===== config.mk =====
export PLATFORM = sky130hd
export DESIGN_NAME = ir_fetch
export DESIGN_NICKNAME = d
export VERILOG_FILES = /design/src/rtl/ir_fetch.sv
export SDC_FILE = /design/constraint.sdc
export NUM_CORES = 1
export LEC_CHECK = 0
export ABC_AREA = 1
export BUFFER_PORTS_ARGS = -buffer_cell sky130_fd_sc_hd__buf_2
export CAP_MARGIN = 15
export CORE_ASPECT_RATIO = 2
export CORE_MARGIN = 8
export CORE_UTILIZATION = 51
export DETAILED_ROUTE_END_ITERATION = 6
export PLACE_DENSITY = 0.87
export REMOVE_ABC_BUFFERS = 1
export SLEW_MARGIN = 10
export SYNTH_ARGS = -nofsm -noshare
export SYNTH_HDL_FRONTEND = slang
export SYNTH_SLANG_ARGS = --single-unit

===== constraint.sdc =====
create_clock -name clk -period 2.8 [get_ports clk]
set_input_delay 0.56 -clock clk [delete_from_list [all_inputs] [get_ports clk]]
set_output_delay 0.56 -clock clk [all_outputs]
set_load 0.05 [all_outputs]

===== src/rtl/ir_fetch.sv =====
// Instruction fetch / IR stage: owns the PC and fetches 1- or 2-byte instructions over req/ack.
// Optional fetch timeout is enabled with `define IFU_TIMEOUT_EN.
module ir_fetch #(
  parameter int                ADDR_W   = 8,
  parameter int                DATA_W   = 8,
  parameter logic [ADDR_W-1:0] PC_RESET = '0,
  parameter int                TIMEOUT  = 15
) (
  input  logic              clk,
  input  logic              rst,
  input  logic              fetch_req,
  input  logic              pc_load,
  input  logic [ADDR_W-1:0] pc_load_val,
  output logic [ADDR_W-1:0] mem_addr,
  output logic              mem_rd,
  input  logic [DATA_W-1:0] mem_rdata,
  input  logic              mem_ack,
  output logic [DATA_W-1:0] ir2cu,
  output logic [DATA_W-1:0] operand,
  output logic              ir_valid,
  output logic              busy,
  output logic              fetch_err,
  output logic [1:0]        state_dbg
);

  // Memory handshake: mem_rd is asserted in both fetch states and held until a
  // cycle with mem_ack=1; data is taken on that edge. mem_ack is ignored otherwise.
  typedef enum logic [1:0] {
    IDLE      = 2'd0,
    FETCH_OP  = 2'd1,
    FETCH_ARG = 2'd2,
    DONE      = 2'd3
  } state_e;

  state_e            state, state_nx;
  logic [ADDR_W-1:0] pc;
  logic              in_fetch;
  logic              op_latch;
  logic              arg_latch;
  logic              pc_inc;
  logic              timeout_hit;

  if (TIMEOUT < 1) begin : g_timeout_check
    $error("ir_fetch: TIMEOUT must be at least 1");
  end

  assign in_fetch  = (state == FETCH_OP) || (state == FETCH_ARG);
  assign mem_rd    = in_fetch;
  assign mem_addr  = pc;
  assign ir_valid  = (state == DONE);
  assign busy      = (state != IDLE);
  assign state_dbg = state;

  always_ff @(posedge clk or negedge rst) begin
    if (!rst) state <= IDLE;
    else      state <= state_nx;
  end

  always_comb begin
    state_nx  = state;
    op_latch  = 1'b0;
    arg_latch = 1'b0;
    pc_inc    = 1'b0;
    case (state)
      IDLE: begin
        if (fetch_req) state_nx = FETCH_OP;
      end
      FETCH_OP: begin
        if (mem_ack) begin
          op_latch = 1'b1;
          pc_inc   = 1'b1;
          // MSB of the opcode marks a two-byte instruction
          state_nx = mem_rdata[DATA_W-1] ? FETCH_ARG : DONE;
        end else if (timeout_hit) begin
          state_nx = DONE;
        end
      end
      FETCH_ARG: begin
        if (mem_ack) begin
          arg_latch = 1'b1;
          pc_inc    = 1'b1;
          state_nx  = DONE;
        end else if (timeout_hit) begin
          state_nx = DONE;
        end
      end
      DONE: begin
        state_nx = IDLE;
      end
      default: begin
        state_nx = IDLE;
      end
    endcase
  end

  // A jump loaded together with fetch_req takes effect before FETCH_OP drives the address.
  always_ff @(posedge clk or negedge rst) begin
    if (!rst) begin
      pc      <= PC_RESET;
      ir2cu   <= '0;
      operand <= '0;
    end else begin
      if ((state == IDLE) && pc_load) pc <= pc_load_val;
      if (pc_inc)                     pc <= pc + ADDR_W'(1);
      if (op_latch) begin
        ir2cu <= mem_rdata;
        if (!mem_rdata[DATA_W-1]) operand <= '0;
      end
      if (arg_latch) operand <= mem_rdata;
      if (timeout_hit) begin
        ir2cu   <= '0;
        operand <= '0;
      end
    end
  end

`ifdef IFU_TIMEOUT_EN
  localparam int CNT_W = (TIMEOUT < 2) ? 1 : $clog2(TIMEOUT);

  logic [CNT_W-1:0] wait_cnt;
  logic             err_q;

  // Counts unacknowledged request cycles; the TIMEOUT-th one gives up with a NOP.
  assign timeout_hit = in_fetch && !mem_ack && (wait_cnt == CNT_W'(TIMEOUT - 1));
  assign fetch_err   = err_q;

  always_ff @(posedge clk or negedge rst) begin
    if (!rst) begin
      wait_cnt <= '0;
      err_q    <= 1'b0;
    end else begin
      if (state_nx != state)        wait_cnt <= '0;
      else if (in_fetch && !mem_ack) wait_cnt <= wait_cnt + CNT_W'(1);
      if (timeout_hit) err_q <= 1'b1;
    end
  end
`else
  assign timeout_hit = 1'b0;
  assign fetch_err   = 1'b0;
`endif

endmodule


* Word-level counts from Yosys, hierarchy flattened *
Cells that the tools add are included.

cells by class
  add/subtract/negate cells = 1
  eq/ne operators = 7
  muxes and demuxes = 14
  reduce and logical (&&, ||, !) cells = 9

operator list
  operator               number
  $mux W8                5
  $add A8 B1 Y8 const B  1
  $pmux W2 S4            1
  $mux W2                3
  $ne A2 B2 Y1 const B   3
  $reduce_bool A2 Y1     3
  $mux W1                5
  $eq A2 B2 Y1 const B   2
  $reduce_and A3 Y1      1
  $eq A2 B1 Y1 const B   1
  $logic_not A2 Y1       1
  $ne A2 B1 Y1 const B   1
  $reduce_and A2 Y1      1
  $reduce_or A2 Y1       1
  $logic_and A1 B1 Y1    1
  $logic_or A1 B1 Y1     1

word-level totals
  flip-flop bits (word level) = 26
  input bits = 21
  output and inout port bits = 30

* Longest topological paths before layout *
  word-level depth = 4
  mapped depth = 8
  gate-level depth less buffers = 8

* Least setup slack after synthesis *
Ideal clock, no wire load.

  path type = register -> register
  start point = register state[0], in the netlist state_dbg[0]
  end point = register pc[4], in the netlist mem_addr[4]
  library setup time = 0.149 ns
  arrival = 1.990 ns
  required time = 2.651 ns
  path slack = 0.661 ns
  cell stages (with the launch flop) = 8
  path buffers = 0
  clock period less this slack = 2.139 ns
  cell sequence = dfrtp_1 inv_1 ha_1 nand2_4 clkinv_4 nand2_1 nand3_1 o211ai_1

on the way
  cells in the longest elaborated chain, start to end = 4

RTL lines
  element                                        RTL line  text
  start: declaration                             35        state_e state, state_nx;
  start signal: assignment                       56        else state <= state_nx;
  $eq A2 B1 Y1 or $eq A2 B2 Y1 (tied branches)   64        case (state)
  $reduce_or A2 Y1 (no line)                     -
  $mux W1                                        -
  $mux W8 or $reduce_bool A2 Y1 (tied branches)  -
  end signal: assignment                         103       if ((state == IDLE) && pc_load) pc <= pc_load_val;
  end signal: assignment                         104       if (pc_inc) pc <= pc + ADDR_W'(1);
  end: declaration                               36        logic [ADDR_W-1:0] pc;

Several ways; a longest one is shown, not always the timed one.
A chain may end at the register's enable or synchronous reset.

* Final worst setup path *
  start point = register state[0], in the netlist state_dbg[0]
  end point = output mem_rd

on the way
  cells in the longest elaborated chain, start to end = 2

RTL lines
  element                                       RTL line  text
  $eq A2 B1 Y1 or $eq A2 B2 Y1 (tied branches)  47        assign in_fetch = (state == FETCH_OP) || (state == FETCH_ARG);
  $logic_or A1 B1 Y1 *                          47
  end: declaration                              15        output logic mem_rd,

Every way passes the cells marked *; elsewhere a longest branch is shown, timed or not.

==> summary.txt <==
Critical path
  – Worst-path fanout max: 7
  – Worst path max stage delay: about 470 ps
  – Slowest cell on crit path: dfrtp_1
  – Worst path arrival time: 1520 ps
  – CP startpoint kind: register
  – WP data required: approximately 2200 ps
  – R2R depth: 8
  – CP Class: register to output port
  – Crit path capture type: output port
  – Critical Path Stages: 3
  – R2r setup slk: roughly 1200 ps
  – Crit-path leading delay family: flip-flops
  – Crit-path cells: inv_1 -> ha_1 -> buf_2
  – WP buf/inv: 2

Timing
  – Final setup fails: 0
  – Final Max Tran Viols: 0
  – Hold Fails Final Rpt: 0
  – Clock Skew: about 1.1 ps
  – Worst-Margin Slew: roughly 570 ps
  – Unrepaired setup endpoints after global routing: no
  – TNS Setup: 0 ps
  – Max-slew headroom: 0.618
  – Fin crit share: 0.743
  – Fmax: just under 0.5 GHz
  – Crit path time final: approximately 2100 ps

GRT
  – Grt ovf: 0
  – GR peak layer: met2
  – Met2 usage: 0.275
  – Total track usage: 0.147
  – First-pass GRT wire length: between 5000 and 6000 um
  – M3 GR Usage: 0.0442
  – Met1 Use GR: 0.133
  – Largest net degree at the start of global routing: 27
  – Initial antenna violation count: 0
  – Via count of the first global-routing pass: around 1300

Synthesis
  – Dominant cell by count in the synthesized netlist: nand2_1
  – Post-Synthesis Cells: 157
  – Post-synthesis sequential area ratio: 0.491
  – Synth area leaders: dfrtp_1, nand2_1, inv_1, ha_1, o21ai_0
  – Biggest area consumer among synthesized cells: dfrtp_1
  – Yosys top cell area share: 0.491
  – Mapped cell area: roughly 1300 um^2
  – Post-synth cell types: 20
  – Post-synth EDFFs: 0
  – Fraction of registers with async set/reset: 1.00
  – Mean Syn Cell Area: 8.44 um^2
  – Ys flop type: dfrtp_1
  – Post-synth top cells: nand2_1, dfrtp_1, inv_1
  – Syn. warnings: 0
  – Register bit total from synthesis: 26

Cells and area
  – Antenna Cells: 0
  – Nets@finish: ~240
  – Synthesis-to-layout area growth: 25.1%
  – Share of cells above drive strength 1: 0.288
  – Register area: 651 um^2
  – Area of the multi-input gates: about 540 um^2
  – Fillcell total: around 210

Floorplanning
  – Die Ht: ~90 um
  – Cell row count: 26
  – I/O pin total: 51
  – Width of the die: 52.0 um
  – CORE AREA: 2500 um^2
  – DIE AREA: around 4600 um^2
  – Initial core utilization: 0.529

Route
  – Drt via density: 5.17
  – DRT Wirelength: between 3000 and 4000 um
  – Detailed Routing Iterations Pass 1: 4
  – DRC: 0
  – Routed len/inst: 14.0 um
  – DRT iter0 DRCs: 39
  – Routed Antenna Nets: 0
  – DR vias: around 1200

Clock network
  – Reg clk slew, reported paths: ~90 ps
  – Setup bufs post-CTS: 0
  – CTS Sinks: 26
  – Hold_buf cts: 0
  – Clock root buffer master: clkbuf_8
  – CTS tree: done
  – Clock latency on the worst-skew pair: approximately 260 ps
  – Total CTS buffers: 3
  – H-tree levels: 1
  – Clk buf depth: 2
  – Post-CTS sizing: 0

Run status
  – Status: finished clean

Placement
  – GP Congestion: 0.851
  – Post-DP HPWL: approximately 2700 um
  – Number of buffers added on ports: 49

Run
  – Max_cap viols: 0

Min path
  – Hold WC Path Type: input pin to async pin
==> worst reg2reg max path, stage by stage, from the launching register on <==
cell	delay, ps
dfrtp_1	470
inv_1	130
ha_1	370
nand2_4	160
clkinv_4	110
nor2_1	100
nor2_1	50
nand2_1	60
nand2_1	50
==> metal layers <==
metal | part of all wire | wire [um]
met1 | 0.37 | 1220
met2 | 0.53 | 1760
met3 | 0.074 | 246
met4 | 0.025 | 81
met5 | 0 | 0
==> layout by cell type (no fill, tap or decap) <==
cell type,instances
nand3_1,13
dfrtp_1,26
o211ai_1,2
inv_1,26
clkbuf_8,3
nor2_1,11
a21oi_1,3
inv_4,1
o21ai_0,14
bufinv_16,1
nand2_1,34
nand2_4,3
nand4_1,1
nand2_2,1
o21ai_4,1
o22ai_1,10
buf_2,49
o21ai_1,1
clkinv_4,1
ha_1,6
conb_1,1
==> area by class of cell <==
| class | count | area share |
|---|---|---|
| Sequential cell | 26 | 0.392 |
| Multi-Input combinational cell | 101 | 0.328 |
| Timing Repair Buffer | 49 | 0.148 |
| Inverter | 28 | 0.0679 |
| Clock buffer | 3 | 0.0249 |
| Tap cell | 28 | 0.0211 |
| Clock inverter | 1 | 0.0181 |
==> registers in the layout, indices dropped and copies added, names as in the netlist <==
| register | count |
|---|---|
| operand | 8 |
| ir2cu | 8 |
| mem_addr | 8 |
| state_dbg | 2 |
==> path summary, 6_finish.rpt <==
path                              start      endpoint
min                                 rst   mem_addr[7]
max                        state_dbg[0]        mem_rd
min in group clk               ir2cu[6]      ir2cu[6]
max in group asynchronous           rst  state_dbg[1]
max reg2reg                state_dbg[0]   mem_addr[7]
min reg2reg                    ir2cu[6]      ir2cu[6]
==> logic make-up (layout without fill, tap and decap cells) <==
group / count (synthesis) / count (layout) / synth area share
AO/OA/AOI/OAI: 31 / 31 / 0.139
AND/OR/NAND/NOR: 63 / 63 / 0.212
buffers and inverters: 30 / 81 / 0.0992
other: 1 / 1 / 0.00283
adder cells (fa/ha/maj): 6 / 6 / 0.0567
flip-flops: 26 / 26 / 0.491
==> stage by stage <==
step	area [um^2]	hold WS, ps	std cells	utilization	worst slack [ps]
floorplan	1310	264	155	-	661
global placement	1590	463	232	0.633	1090
detailed placement	1590	474	232	0.633	1040
CTS	1660	293	236	0.662	728
global route	1660	317	236	0.662	642
finish	1660	283	236	0.662	719
Power is left out: the tool's default activity adds up to more than one toggle a clock period on the data nets, which glitch-free logic cannot reach.
